<file path="src/rtl/bp_me_irq_gateway.sv">
// bp_me_irq_gateway
//   External interrupt gateway feeding the CLINT slice's PLIC bits. Each
//   source is synchronized, latched as pending (edge or level mode) and
//   serviced through a claim/complete handshake. The OR of pending & enable
//   per privilege level is mirrored into the CLINT by 64-bit register writes.
//   The M-mode level goes to plic_base_addr_p and the S-mode level goes to
//   plic_base_addr_p+8.
//
// Ports
//   clk_i, reset_n_i         clock, asynchronous active-low reset
//   src_i                    raw interrupt sources (asynchronous)
//   cfg_w_v_i/sel_i/data_i   config write: 0=enable_m 1=enable_s 2=edge_mode
//                            3=drop counter clear
//   claim_v_i                claim request; claim_hit_o/claim_id_o answer
//                            combinationally in the same cycle
//   complete_v_i/id_i        end of service for one source
//   wr_v_o/addr_o/data_o     write command (valid/ready), wr_ready_and_i
//   drop_cnt_o               saturating count of dropped edges (optional)
//
// Optional feature: define BP_ME_IRQ_GW_DROP_CNT_EN to add drop_cnt_o.
// Without it, cfg_sel_i=3 writes are ignored.

// Per-source lane: synchronizer, edge detect, pending and in-service bits.
module bp_me_irq_gateway_src (
  input  logic clk,
  input  logic rst_n,
  input  logic src_raw,
  input  logic edge_mode,
  input  logic claim,
  input  logic complete,
  output logic pending,
  output logic in_service,
  output logic drop
);
  logic sync_q, src_s, src_d;
  logic rise, trig, busy;

  always_ff @(posedge clk or negedge rst_n) begin
    if (!rst_n) begin
      sync_q <= 1'b0;
      src_s  <= 1'b0;
      src_d  <= 1'b0;
    end else begin
      sync_q <= src_raw;
      src_s  <= sync_q;
      src_d  <= src_s;
    end
  end

  assign rise = src_s & ~src_d;
  assign trig = edge_mode ? rise : src_s;
  // A completion in this cycle reopens the source immediately, so an edge or
  // level arriving alongside it is not lost.
  assign busy = in_service & ~complete;
  assign drop = edge_mode & rise & busy;

  always_ff @(posedge clk or negedge rst_n) begin
    if (!rst_n) begin
      pending    <= 1'b0;
      in_service <= 1'b0;
    end else begin
      if (claim)              pending <= 1'b0;
      else if (trig && !busy) pending <= 1'b1;

      if (claim)         in_service <= 1'b1;
      else if (complete) in_service <= 1'b0;
    end
  end
endmodule

module bp_me_irq_gateway #(
  parameter int num_src_p        = 8,
  parameter int dev_addr_width_p = 20,
  parameter logic [dev_addr_width_p-1:0] plic_base_addr_p = 20'h0B000
) (
  input  logic                         clk_i,
  input  logic                         reset_n_i,
  input  logic [num_src_p-1:0]         src_i,
  input  logic                         cfg_w_v_i,
  input  logic [1:0]                   cfg_sel_i,
  input  logic [num_src_p-1:0]         cfg_data_i,
  input  logic                         claim_v_i,
  output logic                         claim_hit_o,
  output logic [$clog2(num_src_p)-1:0] claim_id_o,
  input  logic                         complete_v_i,
  input  logic [$clog2(num_src_p)-1:0] complete_id_i,
  output logic                         wr_v_o,
  output logic [dev_addr_width_p-1:0]  wr_addr_o,
  output logic [63:0]                  wr_data_o,
  input  logic                         wr_ready_and_i
`ifdef BP_ME_IRQ_GW_DROP_CNT_EN
  ,
  output logic [7:0]                   drop_cnt_o
`endif
);
  localparam int id_w = $clog2(num_src_p);
  localparam logic [dev_addr_width_p-1:0] plic_s_addr =
    plic_base_addr_p + dev_addr_width_p'(8);

  typedef enum logic [1:0] {IDLE, SEND_M, SEND_S} state_e;

  logic [num_src_p-1:0] enable_m, enable_s, edge_mode;
  logic [num_src_p-1:0] pending, in_service, drop;
  logic [num_src_p-1:0] eligible, claim_sel, comp_sel;
  logic [id_w-1:0]      claim_idx;
  logic                 found;
  logic                 m_want, s_want;

  state_e state, state_n;
  logic   cap, cap_n, m_sent, m_sent_n, s_sent, s_sent_n;

  // ---------------- config registers ----------------
  always_ff @(posedge clk_i or negedge reset_n_i) begin
    if (!reset_n_i) begin
      enable_m  <= '0;
      enable_s  <= '0;
      edge_mode <= '0;
    end else if (cfg_w_v_i) begin
      case (cfg_sel_i)
        2'd0:    enable_m  <= cfg_data_i;
        2'd1:    enable_s  <= cfg_data_i;
        2'd2:    edge_mode <= cfg_data_i;
        default: ;
      endcase
    end
  end

  // ---------------- per-source lanes ----------------
  for (genvar i = 0; i < num_src_p; i++) begin : g_src
    // Indices at or above num_src_p match no lane, so such completes vanish.
    assign claim_sel[i] = claim_hit_o && (claim_idx == id_w'(i));
    assign comp_sel[i]  = complete_v_i && (complete_id_i == id_w'(i));

    bp_me_irq_gateway_src u_src (
      .clk        (clk_i),
      .rst_n      (reset_n_i),
      .src_raw    (src_i[i]),
      .edge_mode  (edge_mode[i]),
      .claim      (claim_sel[i]),
      .complete   (comp_sel[i]),
      .pending    (pending[i]),
      .in_service (in_service[i]),
      .drop       (drop[i])
    );
  end

  // ---------------- claim: lowest-index eligible source ----------------
  assign eligible = pending & (enable_m | enable_s);

  always_comb begin
    claim_idx = '0;
    found     = 1'b0;
    for (int i = num_src_p - 1; i >= 0; i--) begin
      if (eligible[i]) begin
        claim_idx = id_w'(i);
        found     = 1'b1;
      end
    end
  end

  assign claim_hit_o = claim_v_i & found;
  assign claim_id_o  = claim_hit_o ? claim_idx : '0;

  // ---------------- write command FSM ----------------
  assign m_want = |(pending & enable_m);
  assign s_want = |(pending & enable_s);

  always_ff @(posedge clk_i or negedge reset_n_i) begin
    if (!reset_n_i) begin
      state  <= IDLE;
      cap    <= 1'b0;
      m_sent <= 1'b0;
      s_sent <= 1'b0;
    end else begin
      state  <= state_n;
      cap    <= cap_n;
      m_sent <= m_sent_n;
      s_sent <= s_sent_n;
    end
  end

  // The level is captured on leaving IDLE, so addr/data stay frozen while a
  // write waits for ready. Any change in the meantime is caught on return to
  // IDLE and produces a follow-up write.
  always_comb begin
    state_n   = state;
    cap_n     = cap;
    m_sent_n  = m_sent;
    s_sent_n  = s_sent;
    wr_v_o    = 1'b0;
    wr_addr_o = '0;
    wr_data_o = '0;
    case (state)
      IDLE: begin
        if (m_want != m_sent) begin
          cap_n   = m_want;
          state_n = SEND_M;
        end else if (s_want != s_sent) begin
          cap_n   = s_want;
          state_n = SEND_S;
        end
      end
      SEND_M: begin
        wr_v_o    = 1'b1;
        wr_addr_o = plic_base_addr_p;
        wr_data_o = {63'b0, cap};
        if (wr_ready_and_i) begin
          m_sent_n = cap;
          state_n  = IDLE;
        end
      end
      SEND_S: begin
        wr_v_o    = 1'b1;
        wr_addr_o = plic_s_addr;
        wr_data_o = {63'b0, cap};
        if (wr_ready_and_i) begin
          s_sent_n = cap;
          state_n  = IDLE;
        end
      end
      default: state_n = IDLE;
    endcase
  end

  // ---------------- optional dropped-edge counter ----------------
`ifdef BP_ME_IRQ_GW_DROP_CNT_EN
  logic [5:0] drop_pop;
  logic [8:0] drop_sum;
  logic       drop_clr;

  always_comb begin
    drop_pop = '0;
    for (int i = 0; i < num_src_p; i++) drop_pop = drop_pop + 6'(drop[i]);
  end

  assign drop_sum = {1'b0, drop_cnt_o} + {3'b0, drop_pop};
  assign drop_clr = cfg_w_v_i && (cfg_sel_i == 2'd3);

  // A clear wins over drops counted in the same cycle.
  always_ff @(posedge clk_i or negedge reset_n_i) begin
    if (!reset_n_i)          drop_cnt_o <= '0;
    else if (drop_clr)       drop_cnt_o <= '0;
    else if (drop_sum > 255) drop_cnt_o <= 8'hFF;
    else                     drop_cnt_o <= drop_sum[7:0];
  end
`else
  logic unused_drop;
  assign unused_drop = |drop;
`endif
endmodule
</file>
<file path="config.mk">
export PLATFORM = sky130hd
export DESIGN_NAME = bp_me_irq_gateway
export DESIGN_NICKNAME = d
export VERILOG_FILES = /design/src/rtl/bp_me_irq_gateway.sv
export SDC_FILE = /design/constraint.sdc
export NUM_CORES = 1
export LEC_CHECK = 0
export BUFFER_PORTS_ARGS = -buffer_cell sky130_fd_sc_hd__buf_2
export CAP_MARGIN = 20
export CORE_MARGIN = 1
export CORE_UTILIZATION = 45
export CTS_CLUSTER_SIZE = 16
export DETAILED_ROUTE_END_ITERATION = 16
export PLACE_DENSITY_LB_ADDON = 0.1
export SLEW_MARGIN = 5
export SYNTH_ARGS = -nofsm -noshare
export SYNTH_HDL_FRONTEND = slang
export SYNTH_SLANG_ARGS = --single-unit
</file>
<file path="constraint.sdc">
create_clock -name clk_i -period 1.2 [get_ports clk_i]
set_input_delay 0.12 -clock clk_i [delete_from_list [all_inputs] [get_ports clk_i]]
set_output_delay 0.12 -clock clk_i [all_outputs]
set_load 0.005 [all_outputs]
</file>
==> flow_summary.toml <==
[status]
status = "complete, but fails checks"
violations = "setup timing"

[worst_setup_path]
crit_chain = "o21a_1, o21ai_2, nand2_2, a21o_1, a21oi_2, buf_2"
arrival_ns = 1.64
cp_max_fo = 2
end_kind = "output pin"
startpoint_type = "register"
r2r-start = "g_src[6].u_src.pending"
critPathLaunch = "enable_s[6]"
cp-endpoint = "claim_id_o[0]"
slowest_stage = "dfrtp_1"
required_ns = 1.08
cpPeakStageDelay_ns = 0.38
timing.rr.end = "cap"
rr_worst_depth = 7
reg2reg_slack_ns = -0.36
worstSetupPathType = "register to output pin"

[clock_tree]
numCtsBuffers = 9
htree_levels = 3
cts_buffer_depth = 2
cts_tree = "done"
clock-sinks = 69
clock-root-buffer = "clkbuf_8"
clk_pin_slew_worst_paths_ns = 0.07
clk_latency_ns = 0.35

[drt]
dr.first_iter.drc_count = 108
via_per_inst = 4.51
drc = 0
num_vias = 2379
firstDrtPassIters = 4
wl_per_cell_um = 13.5
wl_um = 7110
antenna_left = 0

[logic_synthesis]
yosysTopAreaCellShare = 0.507
synth_top_family_by_area = "buffers and inverters"
synth_compound_area_frac = 0.117
async_flop_share = 1.00
synth_simple_gate_area_frac = 0.0882
syn_area_per_cell_um2 = 11.1
synth_common_cells = "buf_4 (82), dfrtp_1 (69), mux2_2 (24)"
synth_area_mm2 = 0.00340
ys_warn_count = 0
synth_xor_area_frac = 0.00515
synthTopCellsByArea = "dfrtp_1 (51%), buf_4 (18%), mux2_2 (7.9%)"
muxShareOfSynthArea = 0.0794
synth.distinct_cells = 36
ys_ff_latch = 69
yosysTopAreaCell = "dfrtp_1"
yosysMostFrequentCell = "buf_4"
synth_edf_count = 0
synth_adder_area_share = 0.0147
seq_area_frac_synth = 0.507
syn_inst = 306
ys.flop_type = "dfrtp_1"

[layout]
layout.cells.non_filler = 527
fillers = 589
fin_nets = 454
diodes = 0
final_layout_size_suffix_gt1_frac = 0.444
syn_to_final_growth_pct = 34.4
postLayoutCoreUtil = 0.628

[timing]
maxSlewViolCount = 0
fmax_mhz = 569
period_share = 1.46
fin_skew_ns = 0.00955
worst_pin_slew_ns = 0.508
finalSetupViolations = 25
period_minus_slack_ns = 1.76
hold_viol = 0
finalWorstSetupSlack_ns = -0.556
rsz0062_at_grt = "yes"
slew_headroom = 0.658

[grt]
grt_max_degree = 25
overflow = 0
grt_pass1_vias = 2327
antenna_found_initial = 0
grt_pass1_wl_um = 11300
grt_usage = 0.199

[die]
ios = 116
die_h_um = 89.0
die_x_um = 89.0
start_util = 0.467
core-area_mm2 = 0.00729
fp-row-count = 31
die_area_mm2 = 0.00792

[power]
p_total_mw = 9.44
power.leakage_nw = 2.16
power.density_mw_per_mm2 = 2060
irDropWorstVdd_mv = 0.955

[placed_design]
dp_cells = 473
port_buffers = 36
place_hpwl_um = 5000
place_worst_setup_slack_ns = -0.343
gp_congestion = 0.796

[min_path]
hold_path_class = "input pin to register"
min-delay-start = "cfg_data_i[0]"

[flow_run]
maxCapViolCount = 0
## how the worst min path moves through the flow
stage,end,slack [ns],depth (start not counted)
floorplan,cap,-0.18,0
global placement,g_src[3].u_src.sync_q,0.12,1
detailed placement,g_src[2].u_src.sync_q,0.12,1
CTS,enable_m[4],0.02,2
global route,enable_s[0],0.02,2
finish,enable_s[0],0.03,2
## cell type report
type	instances	area, µm²	area share
Tap cell	99	124	0.0271
Clock inverter	4	95.1	0.0208
Timing Repair Buffer	110	861	0.188
Sequential cell	69	1730	0.378
Multi-Input combinational cell	227	1600	0.350
Inverter	6	22.5	0.00492
Clock buffer	12	145	0.0317
## worst max-delay path, delay by kind of cell, from the launching register on
kind            cells  cell delay, ns
compound gates      4            0.71
simple gates        1            0.09
buf+inv             1            0.12
flops               1            0.38
## sequential cells by signal, summed over array words and instances (netlist names)
register                count
s_sent                      1
enable_m                    8
enable_s                    8
g_src.u_src.in_service      8
edge_mode                   8
g_src.u_src.sync_q          8
state                       2
m_sent                      1
g_src.u_src.pending         8
cap                         1
g_src.u_src.src_s           8
g_src.u_src.src_d           8
## cell usage in the layout, fill, tap and decap left out, types with 3 or more instances in the layout
master,Yosys,final
conb_1,1,79
dfrtp_1,69,68
buf_4,82,50
buf_2,0,30
mux2_2,24,24
buf_6,0,20
nand2_1,21,18
o21ai_2,4,12
clkbuf_8,0,10
dlygate4sd3_1,0,9
a31oi_1,10,8
o21ai_0,15,8
o21ai_1,10,7
a22oi_2,0,6
nand2b_1,5,5
nor2_1,7,5
inv_1,6,4
nand2_2,1,3
a21oi_1,6,3
bufinv_16,0,3
## cells by family after synthesis
logic type      count (synthesis)
buf+inv                        88
flops                          69
compound gates                 64
simple gates                   54
mux                            24
fa+ha+maj                       4
xor+xnor                        2
other cells                     1
## metal layers
| metal | up-vias | GRT usage | wire, µm |
|---|---|---|---|
| li1 | 1135 | - | - |
| met1 | 1151 | 0.243 | 3050 |
| met2 | 78 | 0.338 | 3620 |
| met3 | 15 | 0.0388 | 262 |
| met4 | 0 | 0.102 | 174 |
| met5 | - | 0 | 0 |
## what timing repair did
action | 4_1_cts | 5_1_grt
endpoints found under the setup margin | 24 | 26
resized for setup | 51 | 27
hold endpoints to repair | 24 | 0
buffers inserted | 29 | 8
hold buffers | 9 | 0
pin swaps | 26 | 20
## per-stage QoR
step	instance area, µm²	hold slack (ns)	setup TNS (ns)
final	4580	0.0297	-6.72
after global placement	3700	0.117	-3.82
after floorplan	3720	-0.176	-0.250
after global routing	4580	0.0218	-8.21
after detailed placement	3700	0.121	-3.89
after CTS	4460	0.0217	-6.03
## power by group
| part | internal [mW] | switching [mW] |
|---|---|---|
| Clock | 1.44 | 0.847 |
| Sequential | 2.79 | 0.342 |
| Combinational | 2.17 | 1.85 |
No activity file was read; power rests on OpenSTA's default activity.
